File: src/rtl/pio_cmd_pkg.sv
// Shared definitions for the PIO command master: command opcodes, FSM
// states and the register map of the controlled PIO peripheral.
package pio_cmd_pkg;

   typedef enum logic [2:0] {
      OP_WRITE = 3'd0,
      OP_READ  = 3'd1,
      OP_SET   = 3'd2,
      OP_CLR   = 3'd3,
      OP_TOG   = 3'd4,
      OP_WAIT  = 3'd5
   } op_t;

   typedef enum logic [2:0] {
      ST_IDLE,
      ST_RD,
      ST_RLAT,
      ST_WR,
      ST_POLLGAP,
      ST_RSP
   } state_t;

   localparam logic [1:0] REG_DATA = 2'd0;
   localparam logic [1:0] REG_DIR  = 2'd1;

endpackage

File: src/rtl/pio_cmd_master.sv
// PIO command master: accepts register commands (WRITE, READ, SET, CLR, TOG
// and optionally WAIT) and turns them into Avalon-MM cycles on a PIO core,
// returning one response per command.
//
// Ports:
//   clk, reset_n                   clock, asynchronous active-low reset
//   cmd_valid/cmd_ready            command handshake
//   cmd_op, cmd_reg                opcode, target register
//   cmd_data, cmd_mask             operand, WAIT compare mask
//   rsp_valid/rsp_ready            response handshake
//   rsp_data, rsp_err              result value, error flag
//   avm_*                          Avalon-MM master port
//
// Configuration macro: PIO_CMD_MASTER_POLL_EN enables the WAIT command
// (poll until masked readback matches); without it opcode 5 is illegal.
module pio_cmd_master
   import pio_cmd_pkg::*;
#(
   parameter int DATA_W       = 28,
   parameter int READ_LATENCY = 1,
   parameter int POLL_TIMEOUT = 1024
) (
   input  logic        clk,
   input  logic        reset_n,
   input  logic        cmd_valid,
   output logic        cmd_ready,
   input  logic [2:0]  cmd_op,
   input  logic [1:0]  cmd_reg,
   input  logic [31:0] cmd_data,
   input  logic [31:0] cmd_mask,
   output logic        rsp_valid,
   input  logic        rsp_ready,
   output logic [31:0] rsp_data,
   output logic        rsp_err,
   output logic [1:0]  avm_address,
   output logic        avm_chipselect,
   output logic        avm_write_n,
   output logic [31:0] avm_writedata,
   input  logic [31:0] avm_readdata
);

   // Bits of the PIO port that actually exist; everything above is forced to 0.
   localparam logic [31:0] DATA_MASK = (DATA_W >= 32) ? 32'hFFFF_FFFF
                                                      : ((32'h1 << DATA_W) - 32'h1);

   state_t      state, next_state;
   op_t         op_q;
   logic [31:0] data_q;
   logic [2:0]  lat_cnt;
   logic        accept;
   logic        lat_last;
   logic [31:0] rd_value;
   logic [31:0] mod_value;

`ifdef PIO_CMD_MASTER_POLL_EN
   localparam int PW = $clog2(POLL_TIMEOUT + 1);
   logic [31:0]   mask_q;
   logic [PW-1:0] poll_cnt;
   logic          poll_match;
   logic          poll_last;

   assign poll_match = ((rd_value & mask_q) == (data_q & mask_q));
   assign poll_last  = (poll_cnt == PW'(POLL_TIMEOUT - 1));
`else
   logic unused_mask;
   assign unused_mask = ^cmd_mask;
`endif

   function automatic logic op_legal(input logic [2:0] op);
`ifdef PIO_CMD_MASTER_POLL_EN
      return (op <= 3'd5);
`else
      return (op <= 3'd4);
`endif
   endfunction

   assign accept         = cmd_valid & cmd_ready;
   assign cmd_ready      = (state == ST_IDLE);
   assign rsp_valid      = (state == ST_RSP);
   assign avm_chipselect = (state == ST_RD) || (state == ST_WR);
   assign avm_write_n    = (state != ST_WR);
   assign rd_value       = avm_readdata & DATA_MASK;
   assign lat_last       = (lat_cnt == 3'(READ_LATENCY - 1));

   // Read-modify-write result for SET/CLR/TOG, computed from the word being
   // captured at the end of the read latency.
   always_comb begin
      mod_value = rd_value;
      case (op_q)
         OP_SET:  mod_value = rd_value | data_q;
         OP_CLR:  mod_value = rd_value & ~data_q;
         OP_TOG:  mod_value = rd_value ^ data_q;
         default: mod_value = rd_value;
      endcase
      mod_value = mod_value & DATA_MASK;
   end

   // State register.
   always_ff @(posedge clk or negedge reset_n) begin
      if (!reset_n) state <= ST_IDLE;
      else          state <= next_state;
   end

   // Next-state logic. Illegal opcodes skip the bus entirely.
   always_comb begin
      next_state = state;
      case (state)
         ST_IDLE: begin
            if (cmd_valid) begin
               if (!op_legal(cmd_op))            next_state = ST_RSP;
               else if (cmd_op == 3'(OP_WRITE))  next_state = ST_WR;
               else                              next_state = ST_RD;
            end
         end
         ST_RD: next_state = ST_RLAT;
         ST_RLAT: begin
            if (lat_last) begin
               case (op_q)
                  OP_SET, OP_CLR, OP_TOG: next_state = ST_WR;
`ifdef PIO_CMD_MASTER_POLL_EN
                  OP_WAIT: next_state = (poll_match || poll_last) ? ST_RSP : ST_POLLGAP;
`endif
                  default: next_state = ST_RSP;
               endcase
            end
         end
         ST_WR: next_state = ST_RSP;
`ifdef PIO_CMD_MASTER_POLL_EN
         ST_POLLGAP: next_state = ST_RD;
`endif
         ST_RSP: if (rsp_ready) next_state = ST_IDLE;
         default: next_state = ST_IDLE;
      endcase
   end

   // Command registers, bus address/data and response registers. Address and
   // write data only change on command accept or at read capture, so they
   // hold their value outside the bus states.
   always_ff @(posedge clk or negedge reset_n) begin
      if (!reset_n) begin
         op_q          <= OP_WRITE;
         data_q        <= '0;
         lat_cnt       <= '0;
         rsp_data      <= '0;
         rsp_err       <= 1'b0;
         avm_address   <= '0;
         avm_writedata <= '0;
`ifdef PIO_CMD_MASTER_POLL_EN
         mask_q        <= '0;
         poll_cnt      <= '0;
`endif
      end else begin
         case (state)
            ST_IDLE: begin
               if (accept) begin
                  op_q   <= op_t'(cmd_op);
                  data_q <= cmd_data;
`ifdef PIO_CMD_MASTER_POLL_EN
                  mask_q   <= cmd_mask;
                  poll_cnt <= '0;
`endif
                  if (op_legal(cmd_op)) begin
                     avm_address <= cmd_reg;
                     rsp_err     <= 1'b0;
                     if (cmd_op == 3'(OP_WRITE)) begin
                        avm_writedata <= cmd_data & DATA_MASK;
                        rsp_data      <= cmd_data & DATA_MASK;
                     end
                  end else begin
                     rsp_data <= '0;
                     rsp_err  <= 1'b1;
                  end
               end
            end
            ST_RD: lat_cnt <= '0;
            ST_RLAT: begin
               lat_cnt <= lat_cnt + 3'd1;
               if (lat_last) begin
                  case (op_q)
                     OP_SET, OP_CLR, OP_TOG: begin
                        avm_writedata <= mod_value;
                        rsp_data      <= mod_value;
                     end
`ifdef PIO_CMD_MASTER_POLL_EN
                     OP_WAIT: begin
                        rsp_data <= rd_value;
                        rsp_err  <= !poll_match;
                        poll_cnt <= poll_cnt + PW'(1);
                     end
`endif
                     default: rsp_data <= rd_value;
                  endcase
               end
            end
            default: ;
         endcase
      end
   end

endmodule

File: config.mk
export PLATFORM = sky130hd
export DESIGN_NAME = pio_cmd_master
export DESIGN_NICKNAME = d
export VERILOG_FILES = /design/src/rtl/pio_cmd_pkg.sv /design/src/rtl/pio_cmd_master.sv
export SDC_FILE = /design/constraint.sdc
export NUM_CORES = 1
export LEC_CHECK = 0
export BUFFER_PORTS_ARGS = -buffer_cell sky130_fd_sc_hd__buf_4
export CAP_MARGIN = 20
export CORE_MARGIN = 2
export CORE_UTILIZATION = 56
export DETAILED_ROUTE_END_ITERATION = 7
export PLACE_DENSITY = 0.9
export SKIP_LAST_GASP = 1
export SLEW_MARGIN = 10
export SYNTH_ARGS = -nofsm -noshare
export SYNTH_HDL_FRONTEND = slang
export SYNTH_SLANG_ARGS = --single-unit
File: constraint.sdc
create_clock -name clk -period 3.26 [get_ports clk]
set_input_delay 0.163 -clock clk [delete_from_list [all_inputs] [get_ports clk]]
set_output_delay 0.163 -clock clk [all_outputs]
set_load 0.01 [all_outputs]
; ---- Yosys cells after proc, flatten, opt, wreduce, memory -nomap -nowiden
; Index checks and enable logic that the tools add are counted.
[word_totals]
ff_bits = 104
latchBits = 0
mem_bits_rw = 0
romBits = 0
inputBits = 105
wordCells = 64
memories = 0
[op_classes]
add_sub_neg = 1
multipliers = 0
n_div = 0
order_cmp = 1
n_eq_ne = 16
shifts = 0
muxes = 21
bitwise_logic = 5
reduce_logical = 12
[ops]
columns = operator, count
row1 = $mux W32, 8
row2 = $pmux W32 S2, 2
row3 = $pmux W28 S3, 1
row4 = $and A28 B28 Y28, 1
row5 = $mux W28, 1
row6 = $not A28 Y28, 1
row7 = $or A28 B28 Y28, 1
row8 = $xor A28 B28 Y28, 1
row9 = $mux W3, 5
row10 = $pmux W3 S5, 1
row11 = $eq A3 B2 Y1 const B, 4
row12 = $logic_not A3 Y1, 3
row13 = $ne A2 B1 Y1 const B, 4
row14 = $eq A3 B3 Y1 const B, 2
row15 = $ne A2 B2 Y1 const B, 3
row16 = $ne A3 B2 Y1 const B, 2
row17 = $pmux W3 S2, 1
row18 = $reduce_and A3 Y1, 2
row19 = $reduce_and A6 Y1, 1
row20 = $reduce_and A4 Y1, 1
row21 = $reduce_bool A2 Y1, 2
row22 = $add A3 B1 Y3 const B, 1
row23 = $eq A3 B1 Y1 const B, 1
row24 = $le A3 B3 Y1 const B, 1
row25 = other kinds (6), 6

; ---- Depth between registers and ports, before layout
[depth]
word_depth = 6
depth_mapped = 9
depth_no_buf = 7

; ---- Least setup slack after synthesis
; No wires, ideal clock.
[synth_path]
kind = flip-flop to flip-flop
from = register lat_cnt[0]
to = register avm_writedata[10]
t_arrival_ps = 1480
path_slack_ps = 1652
stages_incl_launch_ff = 9
path_cell_list = dfrtp_1 inv_1 ha_1 nor2b_1 nand3_1 o2bb2ai_2 buf_4 buf_2 a31oi_1
[synth_between]
elab_chain_cells = 3
[synth_lines]
columns = element, line_no
row1 = from (decl), pio_cmd_master.sv:49  ; logic [2:0] lat_cnt;
row2 = from (signal assigned), pio_cmd_master.sv:177  ; lat_cnt <= lat_cnt + 3'd1;
row3 = $logic_not A3 Y1, pio_cmd_master.sv:83  ; assign lat_last = (lat_cnt == 3'(READ_LATENCY - 1));
row4 = $ne A2 B2 Y1 (no line), n/a
row5 = $reduce_and A6 Y1 (no line), n/a
row6 = to (signal assigned), pio_cmd_master.sv:166  ; avm_writedata <= cmd_data & DATA_MASK;
row7 = to (signal assigned), pio_cmd_master.sv:181  ; avm_writedata <= mod_value;
row8 = to (decl), pio_cmd_master.sv:38  ; output logic [31:0] avm_writedata,
; No other way between the ends.
; A chain may end at the register's enable or synchronous reset.

; ---- Final worst setup path
[layout_path]
from = register state[0]
to = register rsp_data[17]
[layout_between]
elab_chain_cells = 4
word_cells_on_any_way = 9
classes_between = eq/ne: 4 / mux: 1 / bitwise: 1 / reduce/logical: 3
[layout_lines]
columns = element, line_no
row1 = from (decl), pio_cmd_master.sv:46  ; state_t state, next_state;
row2 = from (signal assigned), pio_cmd_master.sv:101  ; else state <= next_state;
row3 = $logic_not A3 Y1, "pio_cmd_master.sv:78, pio_cmd_master.sv:153"
row4 = $and A1 B1 Y1, pio_cmd_master.sv:77  ; assign accept = cmd_valid & cmd_ready;
row5 = $ne A2 B1 Y1 (no line), n/a
row6 = $reduce_and A4 Y1 (no line), n/a
row7 = to (signal assigned), pio_cmd_master.sv:167  ; rsp_data <= cmd_data & DATA_MASK;
row8 = to (signal assigned), pio_cmd_master.sv:182  ; rsp_data <= mod_value;
row9 = to (signal assigned), pio_cmd_master.sv:191  ; default: rsp_data <= rd_value;
row10 = to (decl), pio_cmd_master.sv:33  ; output logic [31:0] rsp_data,
; Several ways; a longest one is shown, not always the timed one.

==> flow_summary.ini <==
[clocking]
h-tree-depth = 3
cts_tree = yes
cts_root_buf = clkbuf_8
cts_buffer_depth = 2
clock-sinks = 96
worst_skew_pair.late_latency_ns = 0.37
cts_buffers = 9
ctsResizeCount = 0
ctsHoldBuffers = 1
cts_setup_buffers = 0
clkTransAtPathRegs_ns = 0.09

[floorplan]
core_area_sq_um = 10200
std_cell_rows = 37
die_y_microns = 106
die_x_microns = 106
floorplan.die_area_sq_um = 11200
start_util_pct = 56.9
ios = 176

[place]
pre_cts_slack_ns = 1.00
dp_hpwl_mm = 10.2
post-place-cells = 915
port_buffers = 127
place_congestion = 0.813

[drt]
drtAntennaViolNets = 0
detail_route.wl_per_cell_microns = 16.1
vias_per_cell = 5.72
drc = 0
drt-total-wl_mm = 15.0
drtIter0Drc = 422
vias = 5335
dr.pass1.iters = 5

[cells_and_area]
stdcell_count = 932
synthToLayoutAreaGrowth_pct = 20.7
multi_input_area_sq_um = 2970
finalNetCount = 955
diodes = 0
regArea_sq_um = 2400
drive_gt1_share_pct = 20.9
n_fill_cell = 776

[global_route]
grt_pass1_vias = 5396
track_usage_pct = 27.5
grt_pass1_wl_mm = 24.9
grt_max_degree = 77
overflow = 0
antenna_found_initial = 0

[setup_path]
crit_path_top_delay_cell = dfrtp_1
crit_fanout = 18
cp_cell_sequence = nor2_2, a21oi_2, buf_4, nand2_1, a31oi_1
worstPathArrival_ns = 2.57
path_buf_inv = 1
criticalPathCategory = reg -> reg
critPathTopFamily = compound AO/OA/AOI/OAI gates
required_ns = 3.54
critPathLaunchType = flip-flop
cpPeakStageDelay_ns = 0.71
critPathCaptureType = flip-flop

[synth]
synth_area_leaders = dfrtp_1 41%, ha_1 12%, nand2_1 9.7%
yosysMostFrequentCell = nand2_1
synth_seq_cells = 96
syn_area_sq_um = 5820
yosysTopAreaCellShare_pct = 41.3
syn_inst = 689
avgSynthCellArea_sq_um = 8.45
synth_flop_cell = dfrtp_1
synth_commonest_cells = 150 x nand2_1, 96 x dfrtp_1, 65 x o21ai_0, 59 x nor2_1
synth_edf_count = 0
async_reset_ff_share_pct = 100
ys_types = 35
synth_top_area_cell = dfrtp_1
yosys_warnings = 0
ys_seq_area_share_pct = 41.3

[timing]
hold_viol = 0
fin_crit_ns = 2.28
tightest_slew_ns = 0.972
max_freq_mhz = 438
maxSlewViolCount = 0
rsz0062_at_grt = no
setup_slack_ns = 0.977
slew_headroom_pct = 35.2
finalSetupViolations = 0
fin_crit_sh_pct = 70.0
finalClockSkew_ns = 0.00737
fin_tns_setup_ns = 0

[pwr]
powerDensity_nw_per_um2 = 947
ir_drop_mv = 0.549
p_leak_nw = 3.44

[worst_hold_path]
hold_class = in -> reg

[status]
run_status = finished, final reports clean

[job]
drv_cap = 0
-- worst register-to-register path: stages, from the launching register on --
cell	delay, ns
dfrtp_1	0.71
nor2_2	0.15
a21oi_2	0.68
buf_4	0.38
nand2_1	0.09
a31oi_1	0.19
-- per-layer routing --
layer / wire, microns / up-vias / part of all wire (%) / track usage (%)
met2: 7420 / 270 / 50 / 47.3
met1: 6100 / 2531 / 41 / 35.1
met3: 1130 / 38 / 7.5 / 3.56
li1: - / 2496 / - / -
met5: 0 / - / 0 / 0
met4: 338 / 0 / 2.3 / 11.4
-- path summary, 6_finish.rpt --
check                            endpoint  slack, ns      startpoint  cells after the start
setup / recovery             rsp_data[17]       0.98        state[0]                      5
hold / removal                 data_q[14]       0.01    cmd_data[14]                      3
setup reg to reg             rsp_data[17]       0.98        state[0]                      5
hold reg to reg            avm_address[1]       0.51  avm_address[1]                      1
max in group asynchronous         op_q[0]       1.88         reset_n                      3
min in group asynchronous    rsp_data[17]       0.49         reset_n                      2
-- report_power, final --
group          internal [mW]  switching (mW)
combinational           1.58            2.15
clock                  0.354           0.406
sequential              1.80           0.378
-- layout make-up --
class	count	share of cell area (%)
clock buffer	14	2.03
clock inverter	1	0.427
inverter	58	3.10
multi-input combinational	488	42.3
sequential	96	34.2
tap	136	2.42
timing repair buffer	139	15.5
-- kinds of logic (layout without fill, tap and decap cells) --
group	Yosys count	in the layout	share of synthesized area, %
simple gates	224	224	15.6
compound gates	192	192	20.8
buf+inv	112	212	8.70
flops	96	96	41.3
fa+ha+maj	58	58	12.5
mux	6	6	1.16
other cells	1	8	0.0644
-- state kept, by name, indices dropped and copies added (netlist names) --
signal,count
state,3
avm_address,2
rsp_err,1
op_q,3
rsp_data,28
data_q,28
avm_writedata,28
lat_cnt,3
-- stage by stage --
stage	total power [mW]	cell area, sq um	hold slack [ns]	utilization (%)
5_1_grt	7.18	7030	0.0111	68.7
4_1_cts	6.61	7000	0.00754	68.4
2_1_floorplan	4.48	5850	-0.133	-
3_5_place_dp	5.84	6820	0.378	66.7
3_3_place_gp	5.60	6820	0.372	66.7
6_report	6.66	7030	0.0140	68.7
-- cell usage in the layout, fill, tap and decap left out, types with 8 or more instances in the layout --
| cell | instances |
|---|---|
| nand2_1 | 149 |
| clkbuf_8 | 9 |
| inv_1 | 58 |
| dfrtp_1 | 95 |
| ha_1 | 58 |
| a22oi_1 | 28 |
| a21o_1 | 30 |
| buf_4 | 135 |
| a31oi_1 | 56 |
| o21ai_0 | 65 |
| nor2_1 | 59 |
| conb_1 | 8 |
No activity file was read; power rests on OpenSTA's default activity.
